==> config.mk <==
export PLATFORM = sky130hd
export DESIGN_NAME = adder_serial
export DESIGN_NICKNAME = d
export VERILOG_FILES = /design/src/rtl/adder_serial.sv
export SDC_FILE = /design/constraint.sdc
export NUM_CORES = 1
export LEC_CHECK = 0
export ABC_AREA = 1
export BUFFER_PORTS_ARGS = -buffer_cell sky130_fd_sc_hd__buf_4
export CAP_MARGIN = 0
export CORE_ASPECT_RATIO = 1.25
export CORE_MARGIN = 2
export CORE_UTILIZATION = 55
export CTS_BUF_LIST = sky130_fd_sc_hd__clkbuf_4 sky130_fd_sc_hd__clkbuf_8 sky130_fd_sc_hd__clkbuf_16
export CTS_CLUSTER_SIZE = 24
export DETAILED_ROUTE_END_ITERATION = 16
export GPL_TIMING_DRIVEN = 0
export PLACE_DENSITY_LB_ADDON = 0.25
export RECOVER_POWER = 50
export SLEW_MARGIN = 20
export SYNTH_ARGS = -nofsm -noshare
export SYNTH_HDL_FRONTEND = slang
export SYNTH_SLANG_ARGS = --single-unit
==> constraint.sdc <==
create_clock -name clk -period 3.5 [get_ports clk]
set_input_delay 1.05 -clock clk [delete_from_list [all_inputs] [get_ports clk]]
set_output_delay 1.05 -clock clk [all_outputs]
set_load 0.01 [all_outputs]
==> src/rtl/adder_serial.sv <==
// Digit-serial adder: sums WIDTH-bit operands DIGIT bits per clock with valid/ready handshakes.
// Optional subtract mode is compiled in when ADDER_SUB_EN is defined.
module adder_serial #(
    parameter int unsigned WIDTH = 16,
    parameter int unsigned DIGIT = 4
) (
    input  logic             clk,
    input  logic             rst_n,
    input  logic             in_valid,
    output logic             in_ready,
    input  logic [WIDTH-1:0] a,
    input  logic [WIDTH-1:0] b,
    input  logic             cin,
`ifdef ADDER_SUB_EN
    input  logic             sub,
`endif
    output logic             out_valid,
    input  logic             out_ready,
    output logic [WIDTH-1:0] sum,
    output logic             cout,
    output logic             ovf
);

    localparam int unsigned DigSafe = (DIGIT == 0) ? 1 : DIGIT;
    localparam int unsigned NDIG    = WIDTH / DigSafe;
    localparam int unsigned CW      = (NDIG > 1) ? $clog2(NDIG) : 1;
    localparam bit          BadCfg  = (WIDTH < 1) || (DIGIT < 1) || ((WIDTH % DigSafe) != 0);

    generate
        if (BadCfg) begin : g_bad_cfg
            $fatal(1, "adder_serial: WIDTH must be >= 1 and a multiple of DIGIT");
        end
    endgenerate

    typedef enum logic [1:0] {StIdle, StRun, StDone} state_e;

    state_e state_q, state_d;

    logic [WIDTH-1:0]       a_q, b_q, sum_q;
    logic                   cy_q, cout_q, ovf_q;
    logic                   a_msb_q, b_msb_q;
    logic [CW-1:0]          cnt_q;
    logic                   last_digit;
    logic                   accept;
    logic [DIGIT:0]         dsum;
    logic [WIDTH+DIGIT-1:0] sum_cat;
    logic [WIDTH-1:0]       b_eff;
    logic                   c_eff;

`ifdef ADDER_SUB_EN
    assign b_eff = sub ? ~b : b;
    assign c_eff = sub ? 1'b1 : cin;
`else
    assign b_eff = b;
    assign c_eff = cin;
`endif

    assign last_digit = (cnt_q == CW'(NDIG - 1));
    assign accept     = (state_q == StIdle) && in_valid;
    assign dsum       = {1'b0, a_q[DIGIT-1:0]} + {1'b0, b_q[DIGIT-1:0]} + {{DIGIT{1'b0}}, cy_q};
    // New digit enters at the MSB end; low digits fall off as the register shifts right.
    assign sum_cat    = {dsum[DIGIT-1:0], sum_q};

    always_ff @(posedge clk) begin
        if (!rst_n) begin
            state_q <= StIdle;
        end else begin
            state_q <= state_d;
        end
    end

    always_comb begin
        state_d   = state_q;
        in_ready  = 1'b0;
        out_valid = 1'b0;
        unique case (state_q)
            StIdle: begin
                in_ready = 1'b1;
                if (in_valid) state_d = StRun;
            end
            StRun: begin
                if (last_digit) state_d = StDone;
            end
            StDone: begin
                out_valid = 1'b1;
                if (out_ready) state_d = StIdle;
            end
            default: state_d = StIdle;
        endcase
    end

    always_ff @(posedge clk) begin
        if (!rst_n) begin
            a_q     <= '0;
            b_q     <= '0;
            sum_q   <= '0;
            cy_q    <= 1'b0;
            cout_q  <= 1'b0;
            ovf_q   <= 1'b0;
            a_msb_q <= 1'b0;
            b_msb_q <= 1'b0;
            cnt_q   <= '0;
        end else if (accept) begin
            a_q     <= a;
            b_q     <= b_eff;
            cy_q    <= c_eff;
            cnt_q   <= '0;
            // Operand sign bits are shifted out during RUN, so keep them for the overflow test.
            a_msb_q <= a[WIDTH-1];
            b_msb_q <= b_eff[WIDTH-1];
        end else if (state_q == StRun) begin
            a_q   <= a_q >> DIGIT;
            b_q   <= b_q >> DIGIT;
            cy_q  <= dsum[DIGIT];
            sum_q <= sum_cat[WIDTH+DIGIT-1:DIGIT];
            cnt_q <= cnt_q + CW'(1);
            if (last_digit) begin
                cout_q <= dsum[DIGIT];
                ovf_q  <= (a_msb_q == b_msb_q) && (dsum[DIGIT-1] != a_msb_q);
            end
        end
    end

    assign sum  = sum_q;
    assign cout = cout_q;
    assign ovf  = ovf_q;

endmodule

# After elaboration in Yosys (flattened, before gate mapping)
# Index checks and enable logic that the tools add are counted.
[word_totals]
input_bits = 37
reg_bits = 57
out_inout_bits = 20
[classes]
eq_ne = 8
n_mux = 12
bitwise = 2
n_addsub = 3
reduce_logical = 8
[ops]
columns = ["op", "count"]
rows = [
  ["$mux W16", 4],
  ["$mux W2", 3],
  ["$ne A2 B2 Y1 const B", 3],
  ["$pmux W2 S3", 1],
  ["$reduce_and A3 Y1", 2],
  ["$add A4 B4 Y5", 1],
  ["$add A5 B1 Y5", 1],
  ["$eq A2 B2 Y1 const B", 2],
  ["$mux W1", 4],
  ["$add A2 B1 Y2 const B", 1],
  ["$eq A2 B1 Y1 const B", 1],
  ["$logic_and A1 B1 Y1", 2],
  ["$logic_not A2 Y1", 1],
  ["$not A1 Y1", 2],
  ["$reduce_and A2 Y1", 1],
  ["$reduce_bool A2 Y1", 1],
  ["$reduce_or A2 Y1", 1],
  ["$eq A1 B1 Y1", 1],
  ["$ne A1 B1 Y1", 1],
]

# Depth between registers and ports, before layout
[logic_depth]
depth_word = 4
mapped_depth = 8

# Worst setup path before layout
# Ideal clock, no wire load.
[synth_timing]
path_type = "reg2reg"
from = "register a_q[0]"
to = "register cy_q"
setup_slack_ns = 1.793
stages_incl_launch_ff = 9
period_less_slack_ns = 1.707
setup_ns = 0.128
arrival_ns = 1.579
cell_sequence = "dfxtp_1 > fa_1 > fa_1 > nand2_1 > nand2_1 > a21oi_1 > nor2_1 > nor2_1 > nor2_1"
[synth_between]
elab_chain_cells = 4
[synth_lines]
columns = ["item", "line_no", "text"]
rows = [
  ["start, declared", "39", "logic [WIDTH-1:0] a_q, b_q, sum_q;"],
  ["start signal, assigned", "112", "a_q <= a_q >> DIGIT;"],
  ["$add A4 B4 Y5", "60", "assign dsum = {1'b0, a_q[DIGIT-1:0]} + {1'b0, b_q[DIGIT-1:0]} + {{DIGIT{1'b0}}, cy_q};"],
  ["$add A5 B1 Y5", "60", ""],
  ["$mux W1", "111", "end else if (state_q == StRun) begin"],
  ["$mux W1", "103", "end else if (accept) begin"],
  ["end signal, assigned", "114", "cy_q <= dsum[DIGIT];"],
  ["end, declared", "40", "logic cy_q, cout_q, ovf_q;"],
]
# No other way between the ends. The select of a mux whose other input is x is not followed.
# A chain may end at the register's enable or synchronous reset.

# Worst setup path after layout
[layout_timing]
from = "register state_q[1]"
to = "output port out_valid"
[layout_between]
elab_chain_cells = 2
[layout_lines]
columns = ["item", "line_no", "text"]
rows = [
  ["start, declared", "37", "state_e state_q, state_d;"],
  ["start signal, assigned", "66", "state_q <= StIdle;"],
  ["start signal, assigned", "68", "state_q <= state_d;"],
  ["$eq A2 B2 Y1", "76", "unique case (state_q)"],
  ["$mux W1", "76", ""],
  ["end, declared", "17", "output logic out_valid,"],
]
# No other way between the ends.

==> key figures <==
STA
  – Clock skew: around 0.0075 ns
  – Peak Freq: ~500 MHz
  – Max-slew violation count: 0
  – Worst-Margin Slew: 0.520 ns
  – Setup violators final: 0
  – Relative slew slack: 0.654
  – Endpoints failing hold: 0
  – RSZ-0062 raised after global routing: false
  – Final cycle utilization of the critical path: 0.571
  – Tmin final: 2.00 ns
  – Total negative slack: 0 ns
  – Hold WS: 0.458 ns

Worst setup path
  – RR Startpoint: a_q[0]
  – Crit path kind: reg2out
  – Crit path launch type: flip-flop
  – R2r endpoint: cy_q
  – Crit-path max FO: 3
  – Critical Path RT: 2.45 ns
  – R2R cell count: 8
  – R2R Setup Slk: 1.62 ns
  – Setup crit end kind: primary output
  – CP arrival: 0.95 ns

Die
  – Die Ht: 76.9 um
  – Chip width: 62.3 um
  – Core ar.: 0.00410 sq mm
  – Initial core utilization: 0.570
  – Die area: 0.00479 sq mm
  – IO Pins: 57
  – FP Rows: 26

Synthesis
  – Post-synth top area share: 0.488
  – Synthesized area: roughly 0.0023 sq mm
  – Synth Instances: 304
  – Primary FF master, synth: dfxtp_1
  – Distinct cells, synth: 26
  – Top-count cell post-synth: nand2_1
  – Synth area leaders: dfxtp_1 (49%), nand2_1 (16%), a31oi_1 (6.2%)
  – Share of the yosys chip area belonging to registers: 0.488
  – Post-synth EDFFs: 0
  – Synthesized flop and latch total: 57
  – Most frequent cells after synthesis: nand2_1 (101), dfxtp_1 (57), nor2_1 (35)
  – Synth async-reset ratio: 0
  – Avg Synthesized Cell Area: 7.68 sq um
  – Area leader, netlist: dfxtp_1
  – Synthesized Nets: 347
  – Synth Warn #: 0

Routing
  – Final WL: ~5200 um
  – DRT antenna net count: 0
  – Via-to-Cell Ratio: approximately 5
  – Initial DRC count: between 90 and 100
  – DRC Markers: 0
  – DR vias: 2,212
  – Wire per inst: 12.1 um
  – 1st-pass router iterations: 4

Min path
  – Worst hold path class: reg2reg
  – Hold Path Depth: 2
  – Hold Crit Endpoint: b_q[14]
  – Hold Crit Start: b_q[14]

Layout
  – Finished Layout Cells: 432
  – Layout area overhead: 26.6%
  – Final net count: 414
  – Final instance area: just under 0.003 sq mm
  – Diode count: 0
  – Proportion of layout cells with a drive suffix above 1: 0.207

Clocking
  – Clock root cell: clkbuf_8
  – CTS resizes: 0
  – Post-CTS setup buffer count: 0
  – Worst-path clk slew: 0.06 ns
  – Later-pin clock latency in the skew report: between 0.3 and 0.4 ns
  – Clock Tree Buf Depth: 2
  – CTS tree: done
  – Num CTS Buffers: 9
  – Hold_buf cts: 0
  – Clock Sink Count: 57
  – H-tree depth: 3

GRT
  – Gr usage total: 0.238
  – Global-route wire length before repair: between 8000 and 9000 um
  – Total gr overflow: 0
  – Largest net degree at the start of global routing: 11
  – Vias in the first global route: 2,030
  – Initial antenna violation count: 0

Run status
  – Status: completed

Place
  – Dpl hpwl: 3770 um
  – GPL Wtd Cong: 0.855
  – Placed Cells incl. Taps: 416
  – # port buffers: 56
  – Post-DP Area: roughly 0.0028 sq mm

Power and ir drop
  – Static leakage: between 1 and 1.5 nW
  – P per Cell Area: 507 mW/mm^2
  – Peak supply drop: 321 uV

Flow run
  – Max cap viols: 0
==> worst max path at each step <==
| stage | startpoint | cells after the start | slack (ns) | end |
|---|---|---|---|---|
| 2_1_floorplan | a_q[0] | 8 | 1.79 | cy_q |
| 3_3_place_gp | rst_n | 4 | 1.51 | b_q[11] |
| 3_5_place_dp | rst_n | 4 | 1.49 | cy_q |
| 4_1_cts | state_q[1] | 2 | 1.47 | in_ready |
| 5_1_grt | state_q[1] | 3 | 1.40 | out_valid |
| 6_report | state_q[1] | 3 | 1.50 | out_valid |
==> final cells by class <==
type	instances	area, sq um
plain buffers	17	75.1
clock buffers	13	166
clock inverters	3	15.0
fillers	360	1140
inverters	12	46.3
multi-input cells	218	1030
flip-flops and latches	57	1140
well taps	56	70.1
repair buffers	56	417
==> power breakdown <==
part,internal (mW),leakage (nW),switching (mW)
Sequential,0.697,0.468,0.0288
Clock,0.307,0.100,0.245
Combinational,0.0989,0.723,0.122
==> state kept, by name, summed over array words and instances, names as in the netlist <==
register	flops
a_q	16
b_q	16
sum	16
cnt_q	2
state_q	2
a_msb_q	1
b_msb_q	1
cout	1
cy_q	1
ovf	1
==> worst max-delay path, stage by stage, from the launching register on <==
cell	delay (ns)
dfxtp_1	0.34
inv_1	0.07
nor2_1	0.08
buf_4	0.12
==> cell usage in the layout (no fill, tap or decap), drive strengths merged <==
| cell type | instances |
|---|---|
| nand3 | 12 |
| dfxtp | 57 |
| nor3 | 1 |
| nand2 | 102 |
| xnor2 | 1 |
| ha | 4 |
| fa | 2 |
| clkinvlp | 1 |
| o211ai | 1 |
| o21a | 2 |
| clkbuf | 27 |
| inv | 11 |
| o21ai | 18 |
| a21oi | 13 |
| a31oi | 23 |
| nor2 | 37 |
| clkinv | 3 |
| buf | 59 |
| o31ai | 1 |
| xor2 | 1 |
==> cell families (layout without fill, tap and decap cells) <==
kind of cell             count (synthesis)  after routing  synth area share
XOR/XNOR                                 2              2           0.00750
AO/OA/AOI/OAI                           58             58             0.141
buffers and inverters                   29            101            0.0659
adder cells (fa/ha/maj)                  6              6            0.0386
flip-flops                              57             57             0.488
AND/OR/NAND/NOR                        152            152             0.259
==> per-layer routing <==
metal / part of all wire / GRT usage
met1: 0.40 / 0.243
met2: 0.52 / 0.427
met3: 0.048 / 0.0645
met4: 0.031 / 0.149
met5: 0 / 0
==> metrics by stage <==
stage	util	power (mW)	setup slack (ns)
6_report	0.721	1.50	1.50
3_3_place_gp	0.690	0.964	1.51
2_1_floorplan	-	0.874	1.79
3_5_place_dp	0.690	0.971	1.49
4_1_cts	0.734	1.52	1.47
5_1_grt	0.721	1.57	1.40
(Power assumes the default switching activity.)
